File: config.mk
export PLATFORM = sky130hd
export DESIGN_NAME = mips_mc_ctrl_flat
export DESIGN_NICKNAME = d
export VERILOG_FILES = /design/src/rtl/mips_mc_ctrl_if.sv /design/src/rtl/mips_mc_ctrl.sv /design/src/flat_wrapper.sv
export SDC_FILE = /design/constraint.sdc
export NUM_CORES = 1
export LEC_CHECK = 0
export ABC_AREA = 1
export CAP_MARGIN = 20
export CORE_AREA = 5 5 64 66
export DETAILED_ROUTE_END_ITERATION = 8
export DIE_AREA = 0 0 69 71
export PLACE_DENSITY = 0.74
export SLEW_MARGIN = 10
export SYNTH_ARGS = -nofsm -noshare
export SYNTH_HDL_FRONTEND = slang
export SYNTH_SLANG_ARGS = --single-unit
File: constraint.sdc
create_clock -name clk -period 1.55 [get_ports clk]
set_input_delay 0.155 -clock clk [delete_from_list [all_inputs] [get_ports clk]]
set_output_delay 0.155 -clock clk [all_outputs]
set_load 0.05 [all_outputs]
File: src/rtl/mips_mc_ctrl_if.sv
`default_nettype none
// ============================================================================
//  Module      : mips_mc_ctrl_if
//  Description : Control/status bundle between the multi-cycle MIPS control
//                FSM (master) and the datapath/memory side (slave).
//  Revision    : 1.0 - initial release
// ============================================================================
interface mips_mc_ctrl_if;
  // Sequencing and datapath status into the controller
  logic        run;
  logic [5:0]  opcode;
  logic [5:0]  funct;
  logic        zero;
  logic        mem_ack;
  // Memory control
  logic        mem_req;
  logic        mem_we;
  logic        mem_sel;
  // Datapath write enables and selects
  logic        ir_write;
  logic        pc_write;
  logic        reg_write;
  logic        link_write;
  logic [1:0]  pc_src;
  logic [1:0]  alu_op;
  logic        alu_src_imm;
  logic        wb_sel_mem;
  // Status
  logic        illegal;
  logic [15:0] instr_count;
  logic        busy;

  modport master (
    input  run, opcode, funct, zero, mem_ack,
    output mem_req, mem_we, mem_sel, ir_write, pc_write, reg_write, link_write,
           pc_src, alu_op, alu_src_imm, wb_sel_mem, illegal, instr_count, busy
  );

  modport slave (
    output run, opcode, funct, zero, mem_ack,
    input  mem_req, mem_we, mem_sel, ir_write, pc_write, reg_write, link_write,
           pc_src, alu_op, alu_src_imm, wb_sel_mem, illegal, instr_count, busy
  );
endinterface
`default_nettype wire

File: src/rtl/mips_mc_ctrl.sv
`default_nettype none
// ============================================================================
//  Module      : mips_mc_ctrl
//  Description : Multi-cycle MIPS control FSM. Sequences fetch, decode,
//                execute, memory and write-back for a small instruction
//                subset, counts retired instructions, flags bad opcodes.
//  Revision    : 1.0 - initial release
// ============================================================================
module mips_mc_ctrl (
  input  logic           clk,
  input  logic           rst_n,
  mips_mc_ctrl_if.master bus
);

  localparam logic [3:0] S_IDLE   = 4'd0;
  localparam logic [3:0] S_FETCH  = 4'd1;
  localparam logic [3:0] S_DECODE = 4'd2;
  localparam logic [3:0] S_EXEC_R = 4'd3;
  localparam logic [3:0] S_EXEC_I = 4'd4;
  localparam logic [3:0] S_ADDR   = 4'd5;
  localparam logic [3:0] S_BRANCH = 4'd6;
  localparam logic [3:0] S_JUMP   = 4'd7;
  localparam logic [3:0] S_MEM_RD = 4'd8;
  localparam logic [3:0] S_MEM_WR = 4'd9;
  localparam logic [3:0] S_WB_R   = 4'd10;
  localparam logic [3:0] S_WB_I   = 4'd11;
  localparam logic [3:0] S_WB_MEM = 4'd12;

  localparam logic [5:0] OP_RTYPE = 6'h00;
  localparam logic [5:0] OP_ADDI  = 6'h08;
  localparam logic [5:0] OP_LW    = 6'h23;
  localparam logic [5:0] OP_SW    = 6'h2B;
  localparam logic [5:0] OP_BEQ   = 6'h04;
  localparam logic [5:0] OP_J     = 6'h02;
  localparam logic [5:0] OP_JAL   = 6'h03;

  logic [3:0]  state_q, state_d;
  logic [15:0] count_q, count_d;
  logic        illegal_q, illegal_d;
  logic        retire;

  logic        mem_req_w, mem_we_w, mem_sel_w;
  logic        ir_write_w, pc_write_w, reg_write_w, link_write_w;
  logic [1:0]  pc_src_w, alu_op_w;
  logic        alu_src_imm_w, wb_sel_mem_w;

  // Next-state, retire accounting and sticky illegal-opcode detection
  always_comb begin
    state_d   = state_q;
    count_d   = count_q;
    illegal_d = illegal_q;
    retire    = 1'b0;
    case (state_q)
      S_IDLE:   if (bus.run) state_d = S_FETCH;
      S_FETCH:  if (bus.mem_ack) state_d = S_DECODE;
      S_DECODE: begin
        case (bus.opcode)
          OP_RTYPE:      state_d = S_EXEC_R;
          OP_ADDI:       state_d = S_EXEC_I;
          OP_LW, OP_SW:  state_d = S_ADDR;
          OP_BEQ:        state_d = S_BRANCH;
          OP_J, OP_JAL:  state_d = S_JUMP;
          default: begin
            // Unsupported opcode: abandon without retiring
            illegal_d = 1'b1;
            state_d   = bus.run ? S_FETCH : S_IDLE;
          end
        endcase
      end
      S_EXEC_R: state_d = S_WB_R;
      S_EXEC_I: state_d = S_WB_I;
      S_ADDR:   state_d = (bus.opcode == OP_SW) ? S_MEM_WR : S_MEM_RD;
      S_MEM_RD: if (bus.mem_ack) state_d = S_WB_MEM;
      S_MEM_WR: if (bus.mem_ack) retire = 1'b1;
      S_BRANCH, S_JUMP, S_WB_R, S_WB_I, S_WB_MEM: retire = 1'b1;
      default:  state_d = S_IDLE;
    endcase
    // run is only honoured at an instruction boundary
    if (retire) begin
      count_d = count_q + 16'd1;
      state_d = bus.run ? S_FETCH : S_IDLE;
    end
  end

  // State, counter and illegal flag registers with asynchronous clear
  always_ff @(posedge clk or negedge rst_n) begin
    if (!rst_n) begin
      state_q   <= S_IDLE;
      count_q   <= 16'd0;
      illegal_q <= 1'b0;
    end else begin
      state_q   <= state_d;
      count_q   <= count_d;
      illegal_q <= illegal_d;
    end
  end

  // Control outputs decoded from the current state; only the ack cycle of
  // FETCH, the branch condition and the jal link depend on live inputs
  always_comb begin
    mem_req_w     = 1'b0;
    mem_we_w      = 1'b0;
    mem_sel_w     = 1'b0;
    ir_write_w    = 1'b0;
    pc_write_w    = 1'b0;
    reg_write_w   = 1'b0;
    link_write_w  = 1'b0;
    pc_src_w      = 2'd0;
    alu_op_w      = 2'd0;
    alu_src_imm_w = 1'b0;
    wb_sel_mem_w  = 1'b0;
    case (state_q)
      S_FETCH: begin
        mem_req_w  = 1'b1;
        ir_write_w = bus.mem_ack;
        pc_write_w = bus.mem_ack;
      end
      S_EXEC_R: alu_op_w = 2'd2;
      S_EXEC_I, S_ADDR: alu_src_imm_w = 1'b1;
      S_MEM_RD: begin
        mem_req_w = 1'b1;
        mem_sel_w = 1'b1;
      end
      S_MEM_WR: begin
        mem_req_w = 1'b1;
        mem_sel_w = 1'b1;
        mem_we_w  = 1'b1;
      end
      S_BRANCH: begin
        alu_op_w   = 2'd1;
        pc_src_w   = 2'd1;
        pc_write_w = bus.zero;
      end
      S_JUMP: begin
        pc_write_w   = 1'b1;
        pc_src_w     = 2'd2;
        link_write_w = (bus.opcode == OP_JAL);
      end
      S_WB_R, S_WB_I: reg_write_w = 1'b1;
      S_WB_MEM: begin
        reg_write_w  = 1'b1;
        wb_sel_mem_w = 1'b1;
      end
      default: ;
    endcase
  end

  assign bus.mem_req     = mem_req_w;
  assign bus.mem_we      = mem_we_w;
  assign bus.mem_sel     = mem_sel_w;
  assign bus.ir_write    = ir_write_w;
  assign bus.pc_write    = pc_write_w;
  assign bus.reg_write   = reg_write_w;
  assign bus.link_write  = link_write_w;
  assign bus.pc_src      = pc_src_w;
  assign bus.alu_op      = alu_op_w;
  assign bus.alu_src_imm = alu_src_imm_w;
  assign bus.wb_sel_mem  = wb_sel_mem_w;
  assign bus.illegal     = illegal_q;
  assign bus.instr_count = count_q;
  assign bus.busy        = (state_q != S_IDLE);

endmodule
`default_nettype wire
File: src/flat_wrapper.sv
// flat-port wrapper written by rule: the top's interface ports become plain ports
module mips_mc_ctrl_flat 
  (clk, rst_n, bus_run, bus_opcode, bus_funct, bus_zero, bus_mem_ack, bus_mem_req, bus_mem_we, bus_mem_sel, bus_ir_write, bus_pc_write, bus_reg_write, bus_link_write, bus_pc_src, bus_alu_op, bus_alu_src_imm, bus_wb_sel_mem, bus_illegal, bus_instr_count, bus_busy);
  mips_mc_ctrl_if bus_i ();
  input  logic clk;
  input  logic rst_n;
  input wire logic [$bits(bus_i.run)-1:0] bus_run;
  input wire logic [$bits(bus_i.opcode)-1:0] bus_opcode;
  input wire logic [$bits(bus_i.funct)-1:0] bus_funct;
  input wire logic [$bits(bus_i.zero)-1:0] bus_zero;
  input wire logic [$bits(bus_i.mem_ack)-1:0] bus_mem_ack;
  output wire logic [$bits(bus_i.mem_req)-1:0] bus_mem_req;
  output wire logic [$bits(bus_i.mem_we)-1:0] bus_mem_we;
  output wire logic [$bits(bus_i.mem_sel)-1:0] bus_mem_sel;
  output wire logic [$bits(bus_i.ir_write)-1:0] bus_ir_write;
  output wire logic [$bits(bus_i.pc_write)-1:0] bus_pc_write;
  output wire logic [$bits(bus_i.reg_write)-1:0] bus_reg_write;
  output wire logic [$bits(bus_i.link_write)-1:0] bus_link_write;
  output wire logic [$bits(bus_i.pc_src)-1:0] bus_pc_src;
  output wire logic [$bits(bus_i.alu_op)-1:0] bus_alu_op;
  output wire logic [$bits(bus_i.alu_src_imm)-1:0] bus_alu_src_imm;
  output wire logic [$bits(bus_i.wb_sel_mem)-1:0] bus_wb_sel_mem;
  output wire logic [$bits(bus_i.illegal)-1:0] bus_illegal;
  output wire logic [$bits(bus_i.instr_count)-1:0] bus_instr_count;
  output wire logic [$bits(bus_i.busy)-1:0] bus_busy;
  assign bus_i.run = bus_run;
  assign bus_i.opcode = bus_opcode;
  assign bus_i.funct = bus_funct;
  assign bus_i.zero = bus_zero;
  assign bus_i.mem_ack = bus_mem_ack;
  assign bus_mem_req = bus_i.mem_req;
  assign bus_mem_we = bus_i.mem_we;
  assign bus_mem_sel = bus_i.mem_sel;
  assign bus_ir_write = bus_i.ir_write;
  assign bus_pc_write = bus_i.pc_write;
  assign bus_reg_write = bus_i.reg_write;
  assign bus_link_write = bus_i.link_write;
  assign bus_pc_src = bus_i.pc_src;
  assign bus_alu_op = bus_i.alu_op;
  assign bus_alu_src_imm = bus_i.alu_src_imm;
  assign bus_wb_sel_mem = bus_i.wb_sel_mem;
  assign bus_illegal = bus_i.illegal;
  assign bus_instr_count = bus_i.instr_count;
  assign bus_busy = bus_i.busy;
  mips_mc_ctrl u_core (.clk(clk), .rst_n(rst_n), .bus(bus_i));
endmodule
==> results of run 1 <==
-- final cells by class --
cell class              instances  share of cell area
clock buffers                   3             0.00918
clock inverters                 1             0.00204
multi-input cells             167               0.385
inverters                      35              0.0566
repair buffers                 71               0.305
well taps                      48              0.0245
flip-flops and latches         21               0.217
-- synth_stat cells --
| cell type | instances |
|---|---|
| a21o_1 | 1 |
| a21oi_1 | 2 |
| and2_1 | 1 |
| buf_2 | 2 |
| buf_4 | 1 |
| buf_6 | 2 |
| dfrtp_1 | 21 |
| ha_1 | 1 |
| inv_1 | 31 |
| inv_2 | 4 |
| nand2_1 | 73 |
| nand2_2 | 2 |
| nand3_1 | 15 |
| nand3_2 | 2 |
| nand3b_1 | 1 |
| nand4_1 | 2 |
| nor2_1 | 26 |
| nor2_2 | 3 |
| nor2_4 | 3 |
| nor3_1 | 10 |
| nor4_1 | 1 |
| o211ai_1 | 1 |
| o21ai_0 | 5 |
| o21ai_1 | 7 |
| xnor2_1 | 2 |
| xor2_1 | 9 |
-- power by group through the flow --
stage | Clock (mW) | Combinational [mW] | Sequential, mW
CTS | 0.276 | 2.89 | 0.922
global placement | 0 | 2.60 | 0.923
global route | 0.299 | 3.43 | 0.951
floorplan | 0 | 1.26 | 1.27
detailed placement | 0 | 2.62 | 0.923
finish | 0.271 | 3.22 | 0.928
-- cells by family after synthesis --
group	synth area share
AOI/OAI and AO/OA	0.0565
xor gates and xnor gates	0.0640
adders and majority gates	0.00831
buffers and inverters	0.114
DFF	0.349
and+or+nand+nor	0.408
-- worst max-delay path: cells and delay by family, from the launching register on --
kind	cells	cell delay, ps
buffers and inverters	4	470
DFF	1	410
and+or+nand+nor	2	210
AOI/OAI and AO/OA	1	140
-- through the flow --
step | area, um^2 | hold WS (ps) | worst slack, ps | setup TNS, ps | power (mW)
2_1_floorplan | 1530 | -141 | -231 | -231 | 2.53
3_3_place_gp | 2180 | 462 | 24.7 | 0 | 3.52
5_1_grt | 2450 | 184 | -191 | -2490 | 4.68
3_5_place_dp | 2180 | 457 | -29.9 | -37.1 | 3.54
6_report | 2450 | 162 | -153 | -947 | 4.42
4_1_cts | 2340 | 172 | -92.7 | -325 | 4.09
-- metal layers --
metal,routed length [um],vias up,part of all wire
li1,-,849,-
met1,1800,806,0.40
met2,2350,43,0.53
met3,217,9,0.049
met4,85,0,0.019
met5,0,-,0
-- flip-flops by register name, indices dropped and copies added, names as in the netlist --
| name | flops |
|---|---|
| u_core.bus.instr_count | 16 |
| u_core.bus.illegal | 1 |
| u_core.state_q | 4 |
-- final timing paths --
check / cells after the start / endpoint / slack [ps]
max: 7 / bus_pc_write / -150
min: 2 / u_core.state_q[3] / 160
max reg2reg: 8 / u_core.bus.instr_count[2] / -60
min reg2reg: 1 / u_core.bus.illegal / 490
max in group asynchronous: 2 / u_core.bus.instr_count[3] / 1140
min in group clk: 2 / u_core.state_q[3] / 470
-- timing repair --
item                                    CTS  global route
buffers inserted                          8             6
endpoints found under the setup margin   14            19
resized for setup                        24            19
gates cloned                              0             0
pin swaps                                 4             7
==> run_results.csv, run 1 <==
group,metric,value,unit
outcome,outcome,"complete, but fails checks",
outcome,violations,"negative setup slack",
final_layout,multi_input_area,945,um^2
final_layout,antenna-diode-count,0,
final_layout,nets,317,
sta,fin_worst_skew,15.0,ps
sta,slew_headroom,0.803,
final_layout,layout.cells.non_filler,346,
critical_path,startpoint,"u_core.state_q[0]",
synth,synth_area_leaders,"dfrtp_1, nand2_1, inv_1, nor2_1, xor2_1",
sta,rsz0062_at_grt,"true",
global_routing,grt-ovfl-total,0,
routing,drc,0,
routing,avgRoutedWirePerCell,12.9,um
global_routing,grt_usage,0.166,
global_routing,antenna_found_initial,0,
die,die_h,71,um
sta,worstMarginPinSlew,294,ps
sta,clock.fmax,0.587,GHz
final_layout,finish.utilization,0.696,
synth,netlist_area,1510,um^2
critical_path,path_max_fanout,4,
synth,yosysSeqAreaShare,0.349,
die,fp.dieArea,4900,um^2
sta,final.setup.worst_slack,-153,ps
global_routing,met1_usage,0.199,
flow_run,maxCapViolCount,0,
final_layout,area_delta_synth_final,62.9,%
power_and_ir_drop,power_density,1800,nW/um^2
clock_tree,htreeDepth,1,
global_routing,grt_max_degree,22,
critical_path,worstReg2RegStart,"u_core.state_q[1]",
global_routing,top_usage_layer,"met2",
routing,vias,1707,
synth,avgSynthCellArea,6.60,um^2
routing,vias_per_cell,4.93,
sta,finalCritPeriodShare,1.10,
synth,synth_top_area_frac,0.349,
routing,drt_first_iter_violations,139,
power_and_ir_drop,seqPwrFrac,0.210,
power_and_ir_drop,p_int,2.13,mW
synth,yosys_warnings,0,
power_and_ir_drop,combinationalPowerShare,0.729,
placed_design,gp_congestion,0.840,
clock_tree,numCtsBuffers,3,
clock_tree,ctsHoldBuffers,0,
die,core-area,3520,um^2
synth,synthCells,228,
critical_path,worstSetupStartpointType,"flip-flop",
critical_path,max_stage_delay,410,ps
placed_design,dp_cells,328,
placed_design,numPortBuffers,41,
critical_path,worstPathRequired,1390,ps
clock_tree,cts.sinks,21,
clock_tree,clk_pin_slew,130,ps
sta,finalSetupViolations,16,
final_layout,drive_above_1_share,0.369,
sta,finalMaxSlewViolations,0,
synth,yosysUniqueCellTypes,26,
routing,first_pass_iters,4,
routing,drtAntennaViolNets,0,
final_layout,register_area,533,um^2
die,io_pins,48,
final_layout,final_common_cell,"nand2_1",
global_routing,grt_util_met2,0.298,
placed_design,dp_hpwl,3020,um
power_and_ir_drop,switching_share,0.518,
critical_path,cp-end-kind,"output port",
clock_tree,cts_tree,"built",
power_and_ir_drop,leakage,1.22,nW
clock_tree,cts_buffer_depth,2,
global_routing,grt_pass1_vias,1637,
die,die_w,69,um
die,start_util,0.427,
synth,ys_ff_latch,21,
min_path,hold_class,"input port to asynchronous set/reset pin",
sta,hold_violations,0,
die,core.rowCount,22,
global_routing,grt_use_met3,0.0426,
global_routing,grt_first_pass_wirelength,6940,um
final_layout,final_cell_mix,"nand2_1, buf_4, inv_1",
critical_path,worst-setup-path-type,"flip-flop to output port",
routing,wl,4450,um
critical_path,slowest_stage,"dfrtp_1",
critical_path,crit_arrival,1550,ps
power_and_ir_drop,clockPowerShare,0.061,
clock_tree,worstSkewPairLatency,320,ps
synth,syn-num-nets,246,
power_and_ir_drop,p_switching,2.29,mW
sta,finalCriticalPeriod,1700,ps
final_layout,num-fill-cells,267,
synth,synth_top_area_cell,"dfrtp_1",
critical_path,path_cells,"buf_4 -> inv_2 -> nor2_4 -> nand2_2 -> buf_6 -> o21ai_4 -> buf_12",
power_and_ir_drop,peakVddDrop,1220,uV
clock_tree,cts_root_buffer,"clkbuf_4",
(Power assumes the default switching activity.)
==> run 2, diff against run 1 <==
--- a/config.mk
+++ b/config.mk
@@ -7,9 +7,9 @@
 export LEC_CHECK = 0
 export ABC_AREA = 1
 export CAP_MARGIN = 20
-export CORE_AREA = 5 5 64 66
+export CORE_AREA = 5 5 58 72
 export DETAILED_ROUTE_END_ITERATION = 8
-export DIE_AREA = 0 0 69 71
+export DIE_AREA = 0 0 63 77
 export PLACE_DENSITY = 0.74
 export SLEW_MARGIN = 10
 export SYNTH_ARGS = -nofsm -noshare
==> run 2 against run 1 <==
- the flow still finishes with violations (negative setup slack)
- clock-buffer cell count is the same
- non-clock buffer count rose by 1
- worst setup slack improved by 55 ps
- sequential power is 3.3% higher
- clock skew decreased by 10 ps
- cell count decreased by 2.3%
- clock power up 36%
- register-to-register slack better by 40 ps
- routed wire length up 6.2%
- worst hold slack improved by 63 ps
- critical endpoint unchanged
==> run_results.csv, run 2 (synthesized netlist as in run 1, its figures left out) <==
group,metric,value,unit
critical_path,max_stage_delay,460,ps
sta,fin_worst_skew,4.56,ps
critical_path,worst-setup-path-type,"flip-flop to output port",
outcome,outcome,"complete, but fails checks",
critical_path,worstReg2RegStart,"u_core.state_q[3]",
sta,final.setup.worst_slack,-97.9,ps
sta,finalMaxSlewViolations,0,
routing,avgRoutedWirePerCell,14.0,um
outcome,violations,"negative setup slack",
critical_path,path_max_fanout,4,
clock_tree,cts_buffer_depth,2,
critical_path,cp-end-kind,"output port",
placed_design,dp_hpwl,3140,um
routing,drc,0,
final_layout,antenna-diode-count,0,
clock_tree,cts.sinks,21,
sta,holdWs,225,ps
critical_path,worstPathRequired,1390,ps
clock_tree,cts_root_buffer,"clkbuf_8",
flow_run,maxCapViolCount,0,
routing,vias_per_cell,5.17,
sta,hold_violations,0,
global_routing,grt_first_pass_wirelength,7280,um
clock_tree,worstSkewPairLatency,260,ps
routing,first_pass_iters,5,
power_and_ir_drop,leakage,1.28,nW
critical_path,crit_arrival,1490,ps
critical_path,worstSetupStartpointType,"flip-flop",
sta,rsz0062_at_grt,"true",
global_routing,grt-ovfl-total,0,
critical_path,path_cells,"nor2_2 -> nand2_2 -> buf_6 -> o21ai_4 -> buf_12",
clock_tree,htreeDepth,1,
global_routing,antenna_found_initial,0,
critical_path,worst-r2r-cell-count,10,
die,die_w,63,um
routing,wl,4730,um
critical_path,regToRegSetupSlack,-20,ps
final_layout,register_area,534,um^2
global_routing,grt_usage,0.181,
power_and_ir_drop,peakVddDrop,1900,uV
final_layout,final_area,2520,um^2
final_layout,drive_above_1_share,0.398,
final_layout,num-fill-cells,256,
critical_path,startpoint,"u_core.state_q[3]",
die,start_util,0.436,
critical_path,endpoint,"bus_pc_write",
clock_tree,numCtsBuffers,3,
die,die_h,77,um
sta,finalCriticalPeriod,1650,ps
sta,worstMarginPinSlew,310,ps
clock_tree,cts_tree,"built",
clock_tree,clk_pin_slew,80,ps
placed_design,numPortBuffers,41,
critical_path,crit_family,"flip-flops",
sta,finalCritPeriodShare,1.06,
global_routing,grt_pass1_vias,1687,
global_routing,grt_max_degree,22,
critical_path,r2r_end,"u_core.bus.instr_count[2]",
final_layout,final_common_cell,"nand2_1",
placed_design,place_area,2180,um^2
die,io_pins,48,
routing,drt_first_iter_violations,120,
critical_path,path_depth,5,
power_and_ir_drop,fin_total_pwr,4.57,mW
final_layout,area_delta_synth_final,67.3,%
sta,slew_headroom,0.792,
final_layout,nets,318,
die,core.rowCount,24,
sta,finalSetupViolations,8,
final_layout,multi_input_area,975,um^2
sta,clock.fmax,0.607,GHz
critical_path,worst-path-buf-inv,2,
routing,vias,1746,
min_path,hold_class,"input port to asynchronous set/reset pin",
final_layout,largest_reg_flops,16,
final_layout,final_cell_mix,"nand2_1, buf_4, inv_1",
power_and_ir_drop,power_density,1820,nW/um^2
die,fp.dieArea,4850,um^2
placed_design,gp_congestion,0.905,
clock_tree,ctsHoldBuffers,0,
routing,drtAntennaViolNets,0,
critical_path,slowest_stage,"dfrtp_2",
die,core-area,3450,um^2
==> run 2: changes by cell type in the layout (fill, tap and decap cells not counted), moves of 3 or more <==
cell      previous run  this run
clkbuf_8             0         3
buf_4               43        39
o21ai_1              7         4
o21ai_2              1         4
nor2_2               1         7
nor2_1              21        17
buf_6                4         8
nand2_4              1         4
clkbuf_4             3         0
==> run 2: worst reg2reg max path, cell delays in order, from the launching register on <==
cell,delay [ps]
dfrtp_2,460
inv_2,90
nor2_4,50
buf_4,140
nand2_4,70
nand3_4,70
nor2_4,190
inv_4,80
buf_4,160
a21oi_2,110
nor2_1,50
==> run 2: worst min-delay path by stage <==
stage                                            end  slack [ps]          startpoint  cells past startpoint
after floorplan                   u_core.bus.illegal        -140               rst_n                      0
after global placement            u_core.bus.illegal         470  u_core.bus.illegal                      1
after detailed placement          u_core.bus.illegal         460  u_core.bus.illegal                      1
after CTS                 u_core.bus.instr_count[10]         240               rst_n                      2
after global routing      u_core.bus.instr_count[10]         260               rst_n                      2
final                      u_core.bus.instr_count[2]         230               rst_n                      2
==> run 2: through the flow <==
step | TNS [ps] | setup slack, ps | util | std cells
2_1_floorplan | -231 | -231 | - | 228
3_3_place_gp | 0 | 27.2 | 0.632 | 321
3_5_place_dp | -2.73 | -2.73 | 0.632 | 321
4_1_cts | -132 | -33.5 | 0.678 | 331
5_1_grt | -1540 | -156 | 0.729 | 338
6_report | -361 | -97.9 | 0.729 | 338
==> run 2: per-layer routing <==
layer	vias up	global-route usage	part of all wire
li1	853	-	-
met1	799	0.187	0.35
met2	82	0.350	0.55
met3	12	0.0322	0.065
met4	0	0.0679	0.028
met5	-	0	0
==> run 2: final cells by class <==
cell class / instances / area share
Multi-Input combinational cell: 167 / 0.387
Tap cell: 39 / 0.0194
Timing Repair Buffer: 72 / 0.309
Sequential cell: 21 / 0.212
Clock inverter: 1 / 0.00199
Inverter: 35 / 0.0541
Clock buffer: 3 / 0.0164
==> run 2: what timing repair did <==
item / in CTS / in global routing
setup endpoints to repair: 12 / 28
buffers inserted: 6 / 7
resized for setup: 21 / 36
pin swaps: 5 / 6
==> run 2: power breakdown <==
part	leakage (nW)	total, mW	switching [mW]	internal (mW)
logic	0.994	3.25	1.92	1.33
registers	0.265	0.959	0.234	0.724
clock network	0.0255	0.368	0.188	0.179
total	1.28	4.57	2.34	2.23
